$ cat src/rtl/uart_rx_engine.sv
// uart_rx_engine: 8N1 UART receiver with start-bit validation, framing-error
// detection, sticky error flags and a show-ahead receive FIFO.
module uart_rx_engine #(
  parameter int unsigned FIFO_DEPTH = 4
) (
  input  logic                         clock,
  input  logic                         reset_n,
  input  logic [15:0]                  clock_divider,
  input  logic                         rx,
  input  logic                         read_en,
  input  logic                         clear_errors,
  output logic [7:0]                   data_out,
  output logic                         data_ready,
  output logic [$clog2(FIFO_DEPTH):0]  fifo_count,
  output logic                         framing_error,
  output logic                         overrun,
  output logic                         busy
);

  localparam int unsigned PTR_W  = $clog2(FIFO_DEPTH);
  localparam int unsigned CNT_W  = PTR_W + 1;
  localparam int unsigned DIV_W  = 16;
  localparam int unsigned BIT_W  = 3;
  localparam int unsigned BYTE_W = 8;

  typedef enum logic [2:0] {
    ST_IDLE,
    ST_START,
    ST_DATA,
    ST_STOP,
    ST_BREAK
  } state_t;

  // Synchronizer and edge-detect history
  logic              rx_meta;
  logic              rxs;
  logic              rxs_prev;

  // Receive state machine
  state_t            state;
  state_t            state_nxt;
  logic [DIV_W-1:0]  div_q;
  logic [DIV_W-1:0]  div_nxt;
  logic [DIV_W-1:0]  cyc_cnt;
  logic [DIV_W-1:0]  cnt_nxt;
  logic [BIT_W-1:0]  bit_cnt;
  logic [BIT_W-1:0]  bit_nxt;
  logic [BYTE_W-1:0] shift_q;
  logic [BYTE_W-1:0] shift_nxt;
  logic [DIV_W-1:0]  target;
  logic              cnt_hit;
  logic              push_req;
  logic              frame_err;

  // FIFO
  logic [BYTE_W-1:0] mem [FIFO_DEPTH];
  logic [PTR_W-1:0]  wr_ptr;
  logic [PTR_W-1:0]  rd_ptr;
  logic [PTR_W-1:0]  wr_nxt;
  logic [PTR_W-1:0]  rd_nxt;
  logic [CNT_W-1:0]  count_nxt;
  logic [BYTE_W-1:0] head_nxt;
  logic              fifo_full;
  logic              do_push;
  logic              do_pop;
  logic              ovr_evt;

  // Two-flop synchronizer on rx, idling high, plus one cycle of history for edge detection
  always_ff @(posedge clock or negedge reset_n) begin
    if (!reset_n) begin
      rx_meta  <= 1'b1;
      rxs      <= 1'b1;
      rxs_prev <= 1'b1;
    end else begin
      rx_meta  <= rx;
      rxs      <= rx_meta;
      rxs_prev <= rxs;
    end
  end

  // Receive FSM state and datapath registers
  always_ff @(posedge clock or negedge reset_n) begin
    if (!reset_n) begin
      state   <= ST_IDLE;
      div_q   <= '0;
      cyc_cnt <= '0;
      bit_cnt <= '0;
      shift_q <= '0;
    end else begin
      state   <= state_nxt;
      div_q   <= div_nxt;
      cyc_cnt <= cnt_nxt;
      bit_cnt <= bit_nxt;
      shift_q <= shift_nxt;
    end
  end

  // Half-bit wait for the start check, full-bit wait otherwise
  always_comb begin
    target  = div_q;
    if (state == ST_START) begin
      target = {1'b0, div_q[DIV_W-1:1]};
    end
    cnt_hit = (cyc_cnt == (target - DIV_W'(1)));
  end

  // Receive FSM next-state: start validation, data shifting, stop check, break wait
  always_comb begin
    state_nxt = state;
    div_nxt   = div_q;
    cnt_nxt   = cyc_cnt;
    bit_nxt   = bit_cnt;
    shift_nxt = shift_q;
    push_req  = 1'b0;
    frame_err = 1'b0;
    case (state)
      ST_IDLE: begin
        if (rxs_prev && !rxs) begin
          div_nxt   = clock_divider;
          cnt_nxt   = '0;
          state_nxt = ST_START;
        end
      end
      ST_START: begin
        if (cnt_hit) begin
          cnt_nxt = '0;
          bit_nxt = '0;
          if (rxs) begin
            state_nxt = ST_IDLE;
          end else begin
            state_nxt = ST_DATA;
          end
        end else begin
          cnt_nxt = cyc_cnt + DIV_W'(1);
        end
      end
      ST_DATA: begin
        if (cnt_hit) begin
          cnt_nxt   = '0;
          shift_nxt = {rxs, shift_q[BYTE_W-1:1]};
          bit_nxt   = bit_cnt + BIT_W'(1);
          if (bit_cnt == BIT_W'(7)) begin
            state_nxt = ST_STOP;
          end
        end else begin
          cnt_nxt = cyc_cnt + DIV_W'(1);
        end
      end
      ST_STOP: begin
        if (cnt_hit) begin
          cnt_nxt = '0;
          if (rxs) begin
            push_req  = 1'b1;
            state_nxt = ST_IDLE;
          end else begin
            frame_err = 1'b1;
            state_nxt = ST_BREAK;
          end
        end else begin
          cnt_nxt = cyc_cnt + DIV_W'(1);
        end
      end
      ST_BREAK: begin
        if (rxs) begin
          state_nxt = ST_IDLE;
        end
      end
      default: begin
        state_nxt = ST_IDLE;
      end
    endcase
  end

  // FIFO control: a pop frees the slot a same-cycle push into a full FIFO needs
  always_comb begin
    fifo_full = (fifo_count == CNT_W'(FIFO_DEPTH));
    do_pop    = read_en && (fifo_count != '0);
    do_push   = push_req && (!fifo_full || do_pop);
    ovr_evt   = push_req && fifo_full && !read_en;
    wr_nxt    = wr_ptr;
    rd_nxt    = rd_ptr;
    count_nxt = fifo_count;
    if (do_push) begin
      wr_nxt = wr_ptr + PTR_W'(1);
    end
    if (do_pop) begin
      rd_nxt = rd_ptr + PTR_W'(1);
    end
    case ({do_push, do_pop})
      2'b10:   count_nxt = fifo_count + CNT_W'(1);
      2'b01:   count_nxt = fifo_count - CNT_W'(1);
      default: count_nxt = fifo_count;
    endcase
  end

  // Next head value, taking the byte being written when it becomes the head
  always_comb begin
    head_nxt = mem[rd_nxt];
    if (count_nxt == '0) begin
      head_nxt = '0;
    end else if (do_push && (wr_ptr == rd_nxt)) begin
      head_nxt = shift_q;
    end
  end

  // FIFO storage
  always_ff @(posedge clock) begin
    if (do_push) begin
      mem[wr_ptr] <= shift_q;
    end
  end

  // FIFO pointers, count and registered head/status outputs
  always_ff @(posedge clock or negedge reset_n) begin
    if (!reset_n) begin
      wr_ptr     <= '0;
      rd_ptr     <= '0;
      fifo_count <= '0;
      data_out   <= '0;
      data_ready <= 1'b0;
      busy       <= 1'b0;
    end else begin
      wr_ptr     <= wr_nxt;
      rd_ptr     <= rd_nxt;
      fifo_count <= count_nxt;
      data_out   <= head_nxt;
      data_ready <= (count_nxt != '0);
      busy       <= (state_nxt != ST_IDLE);
    end
  end

  // Sticky error flags; a new error event wins over a clear in the same cycle
  always_ff @(posedge clock or negedge reset_n) begin
    if (!reset_n) begin
      framing_error <= 1'b0;
      overrun       <= 1'b0;
    end else begin
      if (frame_err) begin
        framing_error <= 1'b1;
      end else if (clear_errors) begin
        framing_error <= 1'b0;
      end
      if (ovr_evt) begin
        overrun <= 1'b1;
      end else if (clear_errors) begin
        overrun <= 1'b0;
      end
    end
  end

endmodule

$ cat config.mk
export PLATFORM = sky130hd
export DESIGN_NAME = uart_rx_engine
export DESIGN_NICKNAME = d
export VERILOG_FILES = /design/src/rtl/uart_rx_engine.sv
export SDC_FILE = /design/constraint.sdc
export NUM_CORES = 1
export LEC_CHECK = 0
export CAP_MARGIN = 15
export CELL_PAD_IN_SITES_DETAIL_PLACEMENT = 0
export CELL_PAD_IN_SITES_GLOBAL_PLACEMENT = 1
export CORE_UTILIZATION = 52
export DETAILED_ROUTE_END_ITERATION = 8
export GPL_TIMING_DRIVEN = 0
export PLACE_DENSITY_LB_ADDON = 0.1
export SYNTH_ARGS = -nofsm -noshare
export SYNTH_HDL_FRONTEND = slang
export SYNTH_SLANG_ARGS = --single-unit
$ cat constraint.sdc
create_clock -name clock -period 12.75 [get_ports clock]
set_clock_uncertainty 0.1 [all_clocks]
set_input_delay 1.9125 -clock clock [delete_from_list [all_inputs] [get_ports clock]]
set_output_delay 1.9125 -clock clock [all_outputs]
set_load 0.02 [all_outputs]
---- Word-level counts from Yosys, hierarchy flattened ----
Memory sizes are Yosys's and may differ from the RTL's.
Index checks and enable logic that the tools add are counted.
cells by class
  add/sub/neg operators ................... 7
  eq/ne operators ......................... 13
  muxes and demuxes ....................... 31
  reductions and logical operators ........ 24
operators by type and width
  kind                   count
  $mux 16                3
  $pmux 16 s2            1
  $mux 3                 9
  $add 16x1->16 const B  1
  $eq 16x16->1           1
  $mux 8                 2
  $sub 16x1->16 const B  1
  $pmux 3 s5             1
  $pmux 3 s2             2
  $mux 1                 11
  $eq 3x3->1 const B     3
  $reduce_bool 3->1      3
  $reduce_bool 2->1      4
  $add 3x1->3 const B    2
  $eq 3x2->1 const B     2
  $logic_and 1x1->1      6
  $logic_not 3->1        2
  $ne 2x2->1 const B     3
  $reduce_and 2->1       3
  $add 2x1->2 const B    2
  $mux 2                 2
  $eq 3x1->1 const B     1
  $logic_not 1->1        3
  $reduce_and 3->1       1
  6 further kinds        6
storage, ports and cells
  flip-flop bits (word level) ............. 68
  RAM bits ................................ 32
  bits of input ports ..................... 21
  output and inout port bits .............. 15
  logic and storage cells ................. 92
  memories kept ........................... 1
memory list
  name  depth  bits a word  rd ports  clocked after memory_dff  write ports  RTL line  source
  mem   4      8            1         0                         1            56        logic [BYTE_W-1:0] mem [FIFO_DEPTH];

---- Longest topological paths before layout ----
Gate-level depths: netlist of run 1.
  word-level depth ........................ 11
  depth in mapped cells ................... 20
  gate-level depth less buffers ........... 16

---- Worst setup path before layout of run 1 ----
OpenSTA, ideal clock, no wires.
  kind .................................... flip-flop to flip-flop
  from .................................... register state[2]
  to ...................................... register data_out[0]
  library setup time ...................... 0.148 ns
  arrival time ............................ 5.672 ns
  data required time ...................... 12.502 ns
  setup slack ............................. 6.831 ns
  stages on the path, launching flop included .. 20
  path buffers ............................ 3
  clock period less this slack ............ 5.919 ns
  cells stage by stage .................... dfrtp_1 > nor3b_1 > buf_2 > buf_1 > mux2i_1 > ha_1 > or4b_1 > a2111oi_2 > and3_1 > nand2_1 > o211a_1 > or4_1 > clkbuf_1 > nor2_1 > nor2_1 > fa_1 > nor2b_1 > or4b_2 > o211ai_2 > nor3_1
on the way
  word-level cells in the longest chain between the ends .. 11
  elaborated cells on any way between the ends .. 15
  classes of those cells .................. add/sub: 1; eq/ne: 5; mux: 6; reduce/logical: 3
ends and longest elaborated chain
  what                                      RTL line  source
  start, declared                           40        state_t state;
  start signal, assigned                    90        state <= state_nxt;
  $eq 3x1->1                                101       if (state == ST_START) begin
  $mux 16                                   101
  $sub 16x1->16                             104       cnt_hit = (cyc_cnt == (target - DIV_W'(1)));
  $eq 16x16->1                              104
  $mux 1                                    150       if (cnt_hit) begin
  $mux 1 (*)                                116       case (state)
  $logic_and 1x1->1 (*)                     178       do_push = push_req && (!fifo_full || do_pop);
  $eq 2x1->1 or $eq 2x2->1 (tied branches)  189       case ({do_push, do_pop})
  $pmux 3 s2                                189
  $logic_not 3->1                           199       if (count_nxt == '0) begin
  $mux 8 (*)                                199
  named net head_nxt[0]                     62        logic [BYTE_W-1:0] head_nxt;
  end signal, assigned                      226       data_out <= head_nxt;
  end, declared                             12        output logic [7:0] data_out,
The timed path passes the listed nets; every way through them passes the cells marked *.
A chain may end at the register's enable or synchronous reset.

---- Worst setup path in the final report of run 1 ----
  from .................................... register state[2]
  to ...................................... register data_out[3]
The elaborated chain is that of the path after synthesis.

==> impl_metrics.xml, run 1 <==
<?xml version="1.0" encoding="UTF-8"?>
<metrics>
  <group name="layout">
    <metric name="post_route_cells_drive_above_1_share" unit="%">14.2</metric>
    <metric name="final_common_cell" unit="">sky130_fd_sc_hd__dfrtp_1</metric>
    <metric name="fin_area" unit="µm²">6320</metric>
    <metric name="layout.nets" unit="">582</metric>
    <metric name="layout-area-overhead-vs-synth" unit="%">13.4</metric>
    <metric name="layout.cells.most_common_list" unit="">65 x sky130_fd_sc_hd__dfrtp_1, 34 x sky130_fd_sc_hd__clkdlybuf4s50_1, 32 x sky130_fd_sc_hd__edfxtp_1</metric>
    <metric name="n_fill_cell" unit="">875</metric>
    <metric name="num_antenna_cells" unit="">0</metric>
  </group>
  <group name="grt">
    <metric name="grt.overflow.total" unit="">0</metric>
    <metric name="grt_pass1_vias" unit="">3893</metric>
    <metric name="grt_antenna_before_repair" unit="">0</metric>
    <metric name="grt_pass1_wl" unit="µm">20000</metric>
    <metric name="grt_util_all_layers" unit="%">23.5</metric>
    <metric name="grt_start_max_net_pins" unit="">69</metric>
  </group>
  <group name="placement">
    <metric name="port_buffers" unit="">35</metric>
    <metric name="detailedPlacementHpwl" unit="µm">8790</metric>
    <metric name="placedInstanceArea" unit="µm²">6110</metric>
    <metric name="gpl.final_weighted_congestion" unit="">0.882</metric>
  </group>
  <group name="cts">
    <metric name="cts_buffer_depth" unit="">2</metric>
    <metric name="numCtsBuffers" unit="">9</metric>
    <metric name="worstSkewPairLatency" unit="ns">0.38</metric>
    <metric name="cell_at_the_root_of_the_clock_tree" unit="">sky130_fd_sc_hd__clkbuf_8</metric>
    <metric name="post_cts.repair.setup_buffers" unit="">0</metric>
    <metric name="tritoncts" unit="">built</metric>
    <metric name="number_of_buffers_inserted_by_hold_repair_at_cts" unit="">0</metric>
    <metric name="post_cts_resized" unit="">0</metric>
    <metric name="clock_tree.htree_level_count" unit="">3</metric>
    <metric name="cts_num_sinks" unit="">100</metric>
    <metric name="cts.clk_slew.worst_paths" unit="ns">0.11</metric>
  </group>
  <group name="power_and_ir_drop">
    <metric name="power-per-cell-area" unit="nW/µm²">183</metric>
    <metric name="irDropWorstVdd" unit="µV">136</metric>
    <metric name="fin_total_pwr" unit="mW">1.16</metric>
    <metric name="p_leak" unit="nW">2.65</metric>
  </group>
  <group name="yosys">
    <metric name="syn-cell-area" unit="µm²">5570</metric>
    <metric name="post_synth_inst_count" unit="">504</metric>
    <metric name="count_of_flip_flops_with_a_built_in_enable_after_synthesis" unit="">32</metric>
    <metric name="synthesis.nets" unit="">534</metric>
    <metric name="netlist_top_cells_area" unit="">sky130_fd_sc_hd__dfrtp_1 29%, sky130_fd_sc_hd__edfxtp_1 17%, sky130_fd_sc_hd__mux2_2 5.3%, sky130_fd_sc_hd__mux2i_1 4.0%, sky130_fd_sc_hd__mux4_2 3.2%</metric>
    <metric name="synthesis.area_per_instance" unit="µm²">11.1</metric>
    <metric name="synthFlopType" unit="">sky130_fd_sc_hd__dfrtp_1</metric>
    <metric name="synth.yosys.seq_area_share" unit="%">47.8</metric>
    <metric name="synthesis_warning_total" unit="">0</metric>
    <metric name="yosysTopAreaCellShare" unit="%">29.2</metric>
    <metric name="yosysTopAreaCell" unit="">sky130_fd_sc_hd__dfrtp_1</metric>
    <metric name="synth_seq_cells" unit="">100</metric>
    <metric name="async_flop_share" unit="%">68.0</metric>
    <metric name="yosys.cell_types.count" unit="">67</metric>
  </group>
  <group name="hold_path">
    <metric name="timing.hold.worst.class" unit="">reg2reg</metric>
  </group>
  <group name="sta">
    <metric name="final.setup.tns" unit="ns">0</metric>
    <metric name="hold_viol" unit="">0</metric>
    <metric name="finalSetupViolations" unit="">0</metric>
    <metric name="unrepaired_setup_endpoints_after_global_routing" unit="">no</metric>
    <metric name="whs" unit="ns">0.270</metric>
    <metric name="timing.slew.headroom" unit="%">29.5</metric>
    <metric name="worst_slew_pin_slew" unit="ns">1.05</metric>
    <metric name="fmaxAchievable" unit="GHz">0.140</metric>
    <metric name="period_minus_slack" unit="ns">7.17</metric>
    <metric name="finalCritPeriodShare" unit="%">56.2</metric>
    <metric name="timing.final.max_slew_violations" unit="">0</metric>
  </group>
  <group name="critical_path">
    <metric name="critical_path_end_type" unit="">register</metric>
    <metric name="regToRegEndpoint" unit="">data_out[3]</metric>
    <metric name="r2r_start" unit="">state[2]</metric>
    <metric name="worst_path_most_repeated_cell" unit="">sky130_fd_sc_hd__nor2_1</metric>
    <metric name="worst_path_max_delay_cell" unit="">sky130_fd_sc_hd__or4b_2</metric>
    <metric name="cp.arrival" unit="ns">7.31</metric>
    <metric name="crit_required" unit="ns">12.89</metric>
    <metric name="cp-endpoint" unit="">data_out[3]</metric>
    <metric name="crit_path_max_incr_delay" unit="ns">0.62</metric>
    <metric name="worstRegToRegCells" unit="">19</metric>
    <metric name="rrSetupSlack" unit="ns">5.58</metric>
    <metric name="worst_setup_path_class" unit="">reg2reg</metric>
    <metric name="critPathLaunch" unit="">state[2]</metric>
    <metric name="start_kind" unit="">register</metric>
    <metric name="cp_cell_sequence" unit="">nor3b_1, buf_2, buf_1, mux2i_1, ha_1, or4b_1, a2111oi_2, and3_1, nand2_1, o211a_1, or4_1, clkbuf_1, nor2_1, nor2_1, fa_1, nor2b_1, or4b_2, o211ai_2, nor3_1</metric>
    <metric name="crit_fanout" unit="">10</metric>
  </group>
  <group name="detailed_routing">
    <metric name="detail_route.vias_per_cell" unit="">5.98</metric>
    <metric name="vias" unit="">4145</metric>
    <metric name="drt-total-wl" unit="µm">12400</metric>
    <metric name="postRouteAntennaNets" unit="">0</metric>
    <metric name="dr.first_iter.drc_count" unit="">213</metric>
    <metric name="drt-wirelength-per-cell" unit="µm">17.9</metric>
    <metric name="drtPass1Iterations" unit="">5</metric>
    <metric name="post-route-drc-count" unit="">0</metric>
  </group>
  <group name="die">
    <metric name="initial_core_util" unit="%">53.8</metric>
    <metric name="coreArea" unit="µm²">10400</metric>
    <metric name="floorplan.die.width" unit="µm">106</metric>
    <metric name="chipHeight" unit="µm">106</metric>
    <metric name="placement_rows" unit="">37</metric>
    <metric name="io-pin-count" unit="">36</metric>
    <metric name="die_area" unit="µm²">11100</metric>
  </group>
  <group name="outcome">
    <metric name="status" unit="">completed</metric>
  </group>
  <group name="job">
    <metric name="max_cap_violations" unit="">0</metric>
  </group>
</metrics>
-- layout make-up --
cell class,instances,area (µm²),area share [%]
multi-input combinational,368,2740,43.4
buffer,27,138,2.18
clock inverter,7,88.8,1.41
tap,136,170,2.69
sequential,100,2670,42.2
inverter,9,33.8,0.534
clock buffer,9,124,1.96
timing repair buffer,37,358,5.66
-- Yosys cell counts (2+ instances only) --
master and n:
sky130_fd_sc_hd__dfrtp_1 65, sky130_fd_sc_hd__edfxtp_1 32, sky130_fd_sc_hd__nand2_1 31, sky130_fd_sc_hd__mux2_2 26, sky130_fd_sc_hd__a21oi_1 24, sky130_fd_sc_hd__nor2_1 24
sky130_fd_sc_hd__mux2i_1 22, sky130_fd_sc_hd__nor3_1 22, sky130_fd_sc_hd__o21ai_0 19, sky130_fd_sc_hd__nand3_1 17, sky130_fd_sc_hd__and3_1 16, sky130_fd_sc_hd__clkbuf_1 15
sky130_fd_sc_hd__a31oi_1 14, sky130_fd_sc_hd__xnor2_1 14, sky130_fd_sc_hd__nand2b_1 13, sky130_fd_sc_hd__inv_1 9, sky130_fd_sc_hd__nor2b_1 9, sky130_fd_sc_hd__xor2_1 9
sky130_fd_sc_hd__ha_1 8, sky130_fd_sc_hd__mux4_2 8, sky130_fd_sc_hd__nor4_1 7, sky130_fd_sc_hd__or3_1 7, sky130_fd_sc_hd__a211oi_1 6, sky130_fd_sc_hd__nand3b_1 6
sky130_fd_sc_hd__nor4bb_1 6, sky130_fd_sc_hd__buf_2 5, sky130_fd_sc_hd__a22o_1 4, sky130_fd_sc_hd__and2_1 4, sky130_fd_sc_hd__nor3b_1 4, sky130_fd_sc_hd__a21o_1 3
sky130_fd_sc_hd__buf_6 3, sky130_fd_sc_hd__dfstp_2 3, sky130_fd_sc_hd__o211a_1 3, sky130_fd_sc_hd__or4_1 3, sky130_fd_sc_hd__a2111o_1 2, sky130_fd_sc_hd__a31o_2 2
sky130_fd_sc_hd__buf_1 2, sky130_fd_sc_hd__buf_4 2, sky130_fd_sc_hd__nand4b_1 2, sky130_fd_sc_hd__nor4b_1 2, sky130_fd_sc_hd__o2111ai_1 2, sky130_fd_sc_hd__o211ai_1 2
sky130_fd_sc_hd__o31ai_1 2, sky130_fd_sc_hd__or4b_1 2
-- worst min-delay path by stage --
stage,from,to,slack (ns),cells after the start
floorplan,rx_meta,rxs,0.25,0
global placement,rx_meta,rxs,0.25,0
global route,rx_meta,rxs,0.28,0
detailed placement,rx_meta,rxs,0.26,0
CTS,rx_meta,rxs,0.27,0
finish,rx_meta,rxs,0.27,0
-- cells by family after synthesis --
logic type               Yosys count  share of synthesized area (%)
flip-flops                       100                           47.8
AND/OR/NAND/NOR                  184                           19.1
AO/OA/AOI/OAI                     96                           11.7
adder cells (fa/ha/maj)            9                           2.15
buffers and inverters             36                           3.07
multiplexers                      56                           12.4
XOR/XNOR                          23                           3.61
-- flip-flops by register name, indices dropped and copies added (netlist names) --
register and flops:
rxs_prev 1, rxs 1, mem 32, cyc_cnt 16, bit_cnt 3, div_q 16
data_ready 1, wr_ptr 2, state 3, fifo_count 3, busy 1, rx_meta 1
framing_error 1, data_out 8, shift_q 8, rd_ptr 2, overrun 1
-- critical path, delay by kind of cell (launching register included) --
family | cells | cell delay (ns)
AOI/OAI and AO/OA | 3 | 1.20
adders and majority gates | 2 | 0.82
buffers and inverters | 3 | 0.97
DFF | 1 | 0.50
muxes | 1 | 0.25
and+or+nand+nor | 10 | 3.14
-- metrics by stage --
stage	util, %	setup WS, ns	std cells
after floorplan	-	6.83	504
after global placement	58.8	5.76	675
after detailed placement	58.9	5.75	677
after CTS	61.0	5.69	693
after global routing	61.0	5.20	693
final	61.0	5.58	693
-- per-layer routing --
metal / vias up / global-route usage, % / part of all wire, %
met2: 111 / 35.6 / 45
met5: - / 0 / 0
met1: 2023 / 33.8 / 48
met3: 16 / 5.19 / 4.6
met4: 0 / 7.24 / 1.9
li1: 1995 / - / -
-- power by group --
| group | internal, mW | switching, mW | total [mW] |
|---|---|---|---|
| Combinational | 0.238 | 0.281 | 0.518 |
| Sequential | 0.376 | 0.0533 | 0.429 |
| Clock | 0.0805 | 0.129 | 0.209 |
No activity file was read; power rests on OpenSTA's default activity.
==> run 2, diff against run 1 <==
--- a/config.mk
+++ b/config.mk
@@ -8,7 +8,7 @@
 export CAP_MARGIN = 15
 export CELL_PAD_IN_SITES_DETAIL_PLACEMENT = 0
 export CELL_PAD_IN_SITES_GLOBAL_PLACEMENT = 1
-export CORE_UTILIZATION = 52
+export CORE_UTILIZATION = 48
 export DETAILED_ROUTE_END_ITERATION = 8
 export GPL_TIMING_DRIVEN = 0
 export PLACE_DENSITY_LB_ADDON = 0.1
==> constraint.sdc (replaced) <==
create_clock -name clock -period 7.15 [get_ports clock]
set_clock_uncertainty 0.1 [all_clocks]
set_input_delay 1.0725 -clock clock [delete_from_list [all_inputs] [get_ports clock]]
set_output_delay 1.0725 -clock clock [all_outputs]
set_load 0.02 [all_outputs]
==> impl_metrics.xml, run 2 (same netlist as run 1, synthesis figures left out) <==
<?xml version="1.0" encoding="UTF-8"?>
<metrics>
  <group name="outcome">
    <metric name="status" unit="">completed</metric>
  </group>
  <group name="critical_path">
    <metric name="cp.arrival" unit="ns">6.86</metric>
    <metric name="crit_required" unit="ns">7.25</metric>
    <metric name="worst_setup_path_class" unit="">reg2reg</metric>
    <metric name="start_kind" unit="">register</metric>
    <metric name="cp_cell_sequence" unit="">nor3b_1, clkbuf_4, mux2i_1, ha_1, or4b_1, a2111oi_2, and3_1, nand2_1, o211a_1, or4_1, nor2_2, nor2_1, fa_1, nor2b_1, or4b_2, o211ai_2, nor3_1</metric>
    <metric name="crit_fanout" unit="">17</metric>
    <metric name="worst_path_max_delay_cell" unit="">sky130_fd_sc_hd__or4_1</metric>
    <metric name="critical_path_end_type" unit="">register</metric>
    <metric name="crit_path_max_incr_delay" unit="ns">0.76</metric>
  </group>
  <group name="layout">
    <metric name="post_route_cells_drive_above_1_share" unit="%">14.4</metric>
    <metric name="layout.nets" unit="">581</metric>
    <metric name="layout.cells.most_common_list" unit="">65 x sky130_fd_sc_hd__dfrtp_1, 34 x sky130_fd_sc_hd__clkdlybuf4s50_1, 32 x sky130_fd_sc_hd__edfxtp_1</metric>
    <metric name="finalNonFillerCells" unit="">696</metric>
    <metric name="num_antenna_cells" unit="">0</metric>
    <metric name="multi_input_comb_area" unit="µm²">2740</metric>
    <metric name="reg_top3" unit="">mem: 32 flops, cyc_cnt: 16 flops, div_q: 16 flops</metric>
    <metric name="n_fill_cell" unit="">944</metric>
    <metric name="largest_register_ffs" unit="">32</metric>
    <metric name="area.sequential" unit="µm²">2670</metric>
    <metric name="fin_area" unit="µm²">6420</metric>
    <metric name="largest_register" unit="">mem</metric>
    <metric name="final_common_cell" unit="">sky130_fd_sc_hd__dfrtp_1</metric>
    <metric name="layout-area-overhead-vs-synth" unit="%">15.2</metric>
  </group>
  <group name="power_and_ir_drop">
    <metric name="irDropWorstVdd" unit="µV">302</metric>
    <metric name="power.combinational.fraction" unit="%">42.5</metric>
    <metric name="power-per-cell-area" unit="nW/µm²">340</metric>
    <metric name="intPower" unit="mW">1.36</metric>
    <metric name="p_sw" unit="µW">824</metric>
    <metric name="p_leak" unit="nW">2.70</metric>
    <metric name="pwr-share-seq" unit="%">35.1</metric>
    <metric name="pwr-share-clk" unit="%">22.4</metric>
    <metric name="p_sw_share" unit="%">37.8</metric>
  </group>
  <group name="die">
    <metric name="chipHeight" unit="µm">110</metric>
    <metric name="io-pin-count" unit="">36</metric>
    <metric name="die_area" unit="µm²">12000</metric>
    <metric name="initial_core_util" unit="%">50.3</metric>
    <metric name="floorplan.die.width" unit="µm">110</metric>
    <metric name="coreArea" unit="µm²">11100</metric>
    <metric name="placement_rows" unit="">38</metric>
  </group>
  <group name="detailed_routing">
    <metric name="post-route-drc-count" unit="">0</metric>
    <metric name="drt-total-wl" unit="µm">12300</metric>
    <metric name="drt-wirelength-per-cell" unit="µm">17.7</metric>
    <metric name="drtPass1Iterations" unit="">5</metric>
    <metric name="vias" unit="">4112</metric>
    <metric name="detail_route.vias_per_cell" unit="">5.91</metric>
    <metric name="postRouteAntennaNets" unit="">0</metric>
    <metric name="dr.first_iter.drc_count" unit="">255</metric>
  </group>
  <group name="sta">
    <metric name="period_minus_slack" unit="ns">6.75</metric>
    <metric name="timing.final.max_slew_violations" unit="">0</metric>
    <metric name="unrepaired_setup_endpoints_after_global_routing" unit="">no</metric>
    <metric name="finalSetupViolations" unit="">0</metric>
    <metric name="fmaxAchievable" unit="GHz">0.148</metric>
    <metric name="worst_slew_pin_slew" unit="ns">1.09</metric>
    <metric name="final.setup.tns" unit="ns">0</metric>
    <metric name="timing.slew.headroom" unit="%">26.9</metric>
    <metric name="finalCritPeriodShare" unit="%">94.5</metric>
    <metric name="hold_viol" unit="">0</metric>
  </group>
  <group name="cts">
    <metric name="tritoncts" unit="">built</metric>
    <metric name="cts_num_sinks" unit="">100</metric>
    <metric name="clock_tree.htree_level_count" unit="">3</metric>
    <metric name="cell_at_the_root_of_the_clock_tree" unit="">sky130_fd_sc_hd__clkbuf_16</metric>
    <metric name="worstSkewPairLatency" unit="ns">0.36</metric>
    <metric name="numCtsBuffers" unit="">9</metric>
    <metric name="cts.clk_slew.worst_paths" unit="ns">0.07</metric>
    <metric name="cts_buffer_depth" unit="">2</metric>
    <metric name="post_cts.repair.setup_buffers" unit="">0</metric>
  </group>
  <group name="placement">
    <metric name="placedInstanceArea" unit="µm²">6110</metric>
    <metric name="port_buffers" unit="">35</metric>
    <metric name="detailedPlacementHpwl" unit="µm">8640</metric>
    <metric name="gpl.final_weighted_congestion" unit="">0.873</metric>
    <metric name="numPlacedInstances" unit="">681</metric>
  </group>
  <group name="job">
    <metric name="max_cap_violations" unit="">0</metric>
  </group>
  <group name="grt">
    <metric name="grt_pass1_wl" unit="µm">19700</metric>
    <metric name="grt_util_all_layers" unit="%">22.2</metric>
    <metric name="grt_pass1_vias" unit="">3814</metric>
    <metric name="grt_antenna_before_repair" unit="">0</metric>
    <metric name="grt_start_max_net_pins" unit="">69</metric>
    <metric name="grt.overflow.total" unit="">0</metric>
  </group>
  <group name="hold_path">
    <metric name="timing.hold.worst.class" unit="">reg2reg</metric>
  </group>
</metrics>
run 2: cell types whose count changed in the layout (fill, tap and decap cells not counted), moves of 2 or more:
cell and delta:
sky130_fd_sc_hd__clkbuf_16 +9, sky130_fd_sc_hd__inv_6 +2, sky130_fd_sc_hd__buf_2 -2, sky130_fd_sc_hd__clkbuf_4 +2, sky130_fd_sc_hd__clkbuf_8 -8
run 2: path summary, 6_finish.rpt:
| path | from | to | slack (ns) | cells past startpoint |
|---|---|---|---|---|
| max | state[2] | data_out[1] | 0.40 | 17 |
| min | rx_meta | rxs | 0.26 | 0 |
| max reg2reg | state[2] | data_out[1] | 0.40 | 17 |
| min reg2reg | rx_meta | rxs | 0.26 | 0 |
| max in group asynchronous | reset_n | fifo_count[2] | 5.66 | 1 |
| min in group asynchronous | reset_n | cyc_cnt[1] | 0.74 | 1 |
run 2: through the flow:
| stage | util [%] | hold WS, ns | total power [mW] | setup WS [ns] |
|---|---|---|---|---|
| after floorplan | - | 0.245 | 1.46 | 1.23 |
| after global placement | 55.1 | 0.251 | 1.67 | 0.124 |
| after detailed placement | 55.2 | 0.250 | 1.70 | 0.0524 |
| after CTS | 57.9 | 0.264 | 2.19 | 0.237 |
| after global routing | 58.0 | 0.266 | 2.32 | 0.0636 |
| final | 58.0 | 0.260 | 2.18 | 0.397 |
run 2: repair_timing:
action,CTS,global route
endpoints found under the hold margin,0,0
hold buffers,0,0
cloned,0,0
gates resized for setup,0,2
endpoints found under the setup margin,1,9
run 2: cell type report:
type / instances / area share [%]
Multi-Input combinational cell: 368 / 42.7
Sequential cell: 100 / 41.5
Timing Repair Buffer: 38 / 5.79
Clock buffer: 10 / 3.72
Tap cell: 140 / 2.73
Buffer: 25 / 2.07
Clock inverter: 6 / 0.974
Inverter: 9 / 0.526
run 2: layer usage:
layer  vias to the layer above  wire (µm)  GRT usage (%)
met5                         -          0              0
met4                         0        155           7.90
met3                         9        527           4.56
met2                        95       5690           33.2
met1                      2025       5930           31.9
li1                       1983          -              -
run 2: power groups by stage:
stage / registers (mW) / logic (mW) / clock network [mW]
floorplan: 0.766 / 0.693 / 0
global placement: 0.774 / 0.892 / 0
detailed placement: 0.776 / 0.920 / 0
CTS: 0.765 / 0.924 / 0.504
global route: 0.779 / 1.02 / 0.522
finish: 0.767 / 0.926 / 0.488
run 2: worst max-delay path: cells and delay by family, from the launching register on:
| family | cells | cell delay (ns) |
|---|---|---|
| buffers and inverters | 1 | 0.32 |
| DFF | 1 | 0.49 |
| and+or+nand+nor | 10 | 3.33 |
| adders and majority gates | 2 | 0.83 |
| AOI/OAI and AO/OA | 3 | 1.17 |
| muxes | 1 | 0.34 |
==> run 3, diff against run 2 <==
--- a/config.mk
+++ b/config.mk
@@ -5,6 +5,7 @@
 export SDC_FILE = /design/constraint.sdc
 export NUM_CORES = 1
 export LEC_CHECK = 0
+export ABC_AREA = 0
 export CAP_MARGIN = 15
 export CELL_PAD_IN_SITES_DETAIL_PLACEMENT = 0
 export CELL_PAD_IN_SITES_GLOBAL_PLACEMENT = 1
==> results of run 3 <==
Final layout, timing and power as in run 2 (identical DEF).
